<file path="config.mk">
export PLATFORM = sky130hd
export DESIGN_NAME = wb_port_arbiter
export DESIGN_NICKNAME = d
export VERILOG_FILES = /design/src/rtl/wb_port_arbiter.sv
export SDC_FILE = /design/constraint.sdc
export NUM_CORES = 1
export LEC_CHECK = 0
export CORE_MARGIN = 2
export CORE_UTILIZATION = 40
export DETAILED_ROUTE_END_ITERATION = 10
export DONT_BUFFER_PORTS = 1
export SYNTH_ARGS = -nofsm -noshare
export SYNTH_HDL_FRONTEND = slang
export SYNTH_SLANG_ARGS = --single-unit
</file>
<file path="constraint.sdc">
create_clock -name clk_i -period 2.2 [get_ports clk_i]
set_input_delay 0.44 -clock clk_i [delete_from_list [all_inputs] [get_ports clk_i]]
set_output_delay 0.44 -clock clk_i [all_outputs]
set_load 0.05 [all_outputs]
</file>
<file path="src/rtl/wb_port_arbiter.sv">
// Register-file write-port arbiter: in-order WB stage vs. out-of-band long-unit results.
// One-entry buffer absorbs a colliding long-unit result; an aged entry forces a one-cycle WB stall.
module wb_port_arbiter #(
    parameter int DATA_W  = 32,
    parameter int ADDR_W  = 5,
    parameter int AGE_MAX = 4
) (
    input  logic              clk_i,
    input  logic              rst_i,
    input  logic              pipe_valid_i,
    input  logic [ADDR_W-1:0] pipe_rd_i,
    input  logic [DATA_W-1:0] pipe_data_i,
    input  logic              lu_valid_i,
    input  logic [ADDR_W-1:0] lu_rd_i,
    input  logic [DATA_W-1:0] lu_data_i,
    output logic              lu_ready_o,
    output logic              pipe_stall_o,
    output logic              RegWrite_o,
    output logic [ADDR_W-1:0] wr_addr_o,
    output logic [DATA_W-1:0] wr_data_o,
    output logic              pending_o,
    output logic [ADDR_W-1:0] pending_rd_o
);

    typedef enum logic [1:0] {IDLE, HOLD, FORCE} state_t;

    typedef struct packed {
        logic              en;
        logic [ADDR_W-1:0] addr;
        logic [DATA_W-1:0] data;
    } wr_t;

    localparam logic [3:0] AGE_LIM = 4'(AGE_MAX);

    state_t            state_q, state_d;
    logic [3:0]        age_q, age_d;
    logic [ADDR_W-1:0] buf_rd_q, buf_rd_d;
    logic [DATA_W-1:0] buf_data_q, buf_data_d;
    wr_t               wr_q, wr_d;

    logic pipe_eff, lu_acc, lu_wr;

    // Handshake outputs come from registered state only; held low while reset is asserted.
    assign lu_ready_o   = rst_i && (state_q == IDLE);
    assign pipe_stall_o = rst_i && (state_q == FORCE);

    assign pipe_eff = pipe_valid_i && !pipe_stall_o && (pipe_rd_i != '0);
    assign lu_acc   = lu_valid_i && lu_ready_o;
    assign lu_wr    = lu_acc && (lu_rd_i != '0);

    assign pending_o    = (state_q != IDLE);
    assign pending_rd_o = pending_o ? buf_rd_q : '0;

    assign RegWrite_o = wr_q.en;
    assign wr_addr_o  = wr_q.addr;
    assign wr_data_o  = wr_q.data;

    always_comb begin
        state_d    = state_q;
        age_d      = age_q;
        buf_rd_d   = buf_rd_q;
        buf_data_d = buf_data_q;
        wr_d       = '{en: 1'b0, addr: wr_q.addr, data: wr_q.data};

        unique case (state_q)
            IDLE: begin
                if (pipe_eff) begin
                    wr_d = '{en: 1'b1, addr: pipe_rd_i, data: pipe_data_i};
                    if (lu_wr) begin
                        buf_rd_d   = lu_rd_i;
                        buf_data_d = lu_data_i;
                        age_d      = '0;
                        state_d    = HOLD;
                    end
                end else if (lu_wr) begin
                    wr_d = '{en: 1'b1, addr: lu_rd_i, data: lu_data_i};
                end
            end
            HOLD: begin
                if (!pipe_eff) begin
                    wr_d       = '{en: 1'b1, addr: buf_rd_q, data: buf_data_q};
                    buf_rd_d   = '0;
                    buf_data_d = '0;
                    state_d    = IDLE;
                end else if (pipe_rd_i == buf_rd_q) begin
                    // Younger pipe write to the same register supersedes the buffered one.
                    wr_d       = '{en: 1'b1, addr: pipe_rd_i, data: pipe_data_i};
                    buf_rd_d   = '0;
                    buf_data_d = '0;
                    state_d    = IDLE;
                end else begin
                    wr_d  = '{en: 1'b1, addr: pipe_rd_i, data: pipe_data_i};
                    age_d = age_q + 4'd1;
                    if (age_d == AGE_LIM)
                        state_d = FORCE;
                end
            end
            FORCE: begin
                wr_d       = '{en: 1'b1, addr: buf_rd_q, data: buf_data_q};
                buf_rd_d   = '0;
                buf_data_d = '0;
                age_d      = '0;
                state_d    = IDLE;
            end
            default: begin
                state_d = IDLE;
            end
        endcase
    end

    always_ff @(posedge clk_i) begin
        if (!rst_i) begin
            state_q    <= IDLE;
            age_q      <= '0;
            buf_rd_q   <= '0;
            buf_data_q <= '0;
            wr_q       <= '0;
        end else begin
            state_q    <= state_d;
            age_q      <= age_d;
            buf_rd_q   <= buf_rd_d;
            buf_data_q <= buf_data_d;
            wr_q       <= wr_d;
        end
    end

endmodule

</file>
==> summary.md <==
| Metric | Value |
|---|---|
| ANT cells | `0` |
| Clock Power Share | `33.8%` |
| Final #Nets | `479` |
| Vias in the first global route | `3126` |
| Final setup fails | `0` |
| Clock sink count | `81` |
| Worst vdd ir | `0.433 mV` |
| Worst slew pin tran | `575 ps` |
| Logic pwr share | `13.2%` |
| Count of final hold-check violations | `0` |
| H-tree depth | `3` |
| Pre-CTS WS | `-305 ps` |
| Crit Path Category | `reg2reg` |
| Detailed Route Iter0 Violations | `217` |
| P_leak | `1.59 nW` |
| Tmin final | `2090 ps` |
| Grt ovf | `0` |
| CTS tree | `yes` |
| Drt via density | `6.06` |
| Cell taking the most area after synthesis | `dfxtp_1` |
| Sequential share of the synthesized area | `42.1%` |
| Post-synth top flop | `dfxtp_1` |
| Drt total wl | `11.0 mm` |
| Final critical-path setup slack | `111 ps` |
| CTS Root Cell | `clkbuf_8` |
| Worst-case clock buffer depth | `2` |
| Top cells by area, synth | `dfxtp_1 42%, mux2i_1 9.6%, a222oi_1 9.3%` |
| Critical Path End Type | `flop` |
| Fin crit share | `95.0%` |
| Residual DRC | `0` |
| Post-synth EDFFs | `0` |
| Detail Route Antenna Nets | `0` |
| Commonest non-fill, non-tap cells in the layout | `80 x dfxtp_1, 61 x nand2_1, 37 x o2bb2ai_1, 37 x mux2i_1, 36 x a222oi_1` |
| Syn Nets | `472` |
| Fillers | `912` |
| RePlAce Congestion | `0.807` |
| Crit Path Max Fanout | `11` |
| Netlist cell types | `42` |
| Num CTS Buffers | `9` |
| Area of the core | `9280 µm²` |
| Crit path launch type | `flop` |
| Largest net degree at the start of global routing | `70` |
| Ys Warns | `0` |
| Initial Util | `41.5%` |
| WP data required | `2430 ps` |
| Routed wire length per instance | `20.8 µm` |
| Sw Share | `30.9%` |
| Reg clk slew, reported paths | `90 ps` |
| Setup Skew | `11.2 ps` |
| Tot GR Track Use | `20.1%` |
| Final non-filler cell total | `527` |
| # rows | `35` |
| Status | `finished, final reports clean` |
| Number of max-slew violations in the final report | `0` |
| Yosys reg bits | `81` |
| HPWL after detailed placement | `6.82 mm` |
| Drt pass-1 iters | `9` |
| Initial antenna violation count | `0` |
| Post-Syn Instances | `387` |
| Mapped cell area | `3860 µm²` |
| Placed cells | `507` |
| Reg power frac | `53.0%` |
| Finished Core Util | `47.2%` |
| Via count | `3191` |
| Area growth, synth to finish | `13.7%` |
| Commonest non-fill, non-tap cell in the layout | `dfxtp_1` |
| Slew Limit Headroom | `61.6%` |
| Post-synth ARST share | `0%` |
| Sw power | `1.03 mW` |
| Layout cells sized above 1 | `15.1%` |
| Mapped Avg Cell Area | `9.96 µm²` |
| Port buffer count | `0` |
| DIE AREA | `10400 µm²` |
| Die Y | `102 µm` |
| # Max-Cap Violations | `0` |
| Fmax achieved | `479 MHz` |
| Die Wd | `102 µm` |
| RSZ-0062 raised after global routing | `no` |
| Worst-Skew Late Latency | `340 ps` |
| Ports | `124` |
| Top cell type's share of synthesized area | `42.1%` |
| Arr. time, crit path | `2320 ps` |
| PD cells | `762 nW/µm²` |
| Hold crit path type | `in2reg` |
| Global-route wire length before repair | `16.3 mm` |
| Worst Hold Slack | `227 ps` |
| Internal | `2.31 mW` |
==> registers in the layout, indices dropped and copies added (netlist names) <==
signal / count
RegWrite_o: 1
age_q: 4
buf_data_q: 32
buf_rd_q: 5
state_q: 2
wr_addr_o: 5
wr_data_o: 32
==> kinds of logic after synthesis <==
kind of cell | after synthesis | share of synthesized area [%]
AO/OA/AOI/OAI | 104 | 24.2
buffers and inverters | 41 | 5.71
multiplexers | 37 | 9.60
XOR/XNOR | 6 | 1.36
adder cells (fa/ha/maj) | 7 | 2.27
AND/OR/NAND/NOR | 111 | 14.8
flip-flops | 81 | 42.1
==> critical path, cell delays in order (launching register included) <==
cell and delay [ps]:
dfxtp_1 330, inv_1 90, ha_1 340, and2_1 220
o211ai_2 120, a21oi_1 330, a211oi_4 80, buf_4 170
clkbuf_16 170, mux2i_1 120
==> path summary, 6_finish.rpt <==
check | cells past startpoint | slack [ps] | end | start
worst max-delay path | 9 | 110 | buf_data_q[23] | state_q[1]
worst min-delay path | 2 | 230 | buf_data_q[4] | lu_data_i[4]
worst max register to register | 9 | 110 | buf_data_q[23] | state_q[1]
worst min register to register | 2 | 460 | buf_data_q[6] | buf_data_q[6]
==> per-stage QoR <==
stage	TNS, ps	power [mW]	instance area, µm²
after CTS	0	3.35	4330
final	0	3.34	4390
after global routing	0	3.47	4390
after floorplan	0	2.12	3860
after global placement	-8210	2.21	4120
after detailed placement	-9880	2.22	4120
==> metal layers <==
metal  wire length (µm)  global-route usage (%)  vias to the layer above
met5                  0                       0                        -
met4                170                    5.95                        0
met3                960                    7.11                       13
met2               4980                    31.6                      137
met1               4840                    26.2                     1538
li1                   -                       -                     1503
==> layout make-up <==
cell class	count	area [µm²]	share of cell area, %
clock buffers	10	138	3.14
well taps	129	161	3.68
multi-input cells	267	2070	47.1
repair buffers	29	310	7.08
clock inverters	5	63.8	1.46
inverters	6	22.5	0.514
flip-flops and latches	81	1620	37.0
==> what timing repair did <==
action / CTS / global route
setup buffers: 0 / 2
endpoints found under the setup margin: 36 / 64
gates cloned: 1 / 2
resized for setup: 1 / 3
pin swaps: 1 / 2
hold buffers: 0 / 0
==> power groups by stage <==
stage	registers (mW)	logic [mW]	clock network (mW)
detailed placement	1.81	0.414	0
global route	1.78	0.477	1.20
global placement	1.81	0.405	0
finish	1.77	0.440	1.13
floorplan	1.79	0.327	0
CTS	1.77	0.419	1.15
==> cell usage after synthesis (3+ instances only) <==
master / instances
nand2_1: 61
xor2_1: 6
a21oi_1: 6
nand3b_1: 19
o2bb2ai_1: 37
nand3_1: 6
clkbuf_1: 17
a222oi_1: 36
inv_1: 6
mux2i_1: 37
o22ai_1: 3
buf_8: 3
buf_2: 11
ha_1: 7
buf_4: 3
nor2b_1: 7
dfxtp_1: 81
nor2_1: 4
o21ai_0: 4
(Power assumes the default switching activity.)
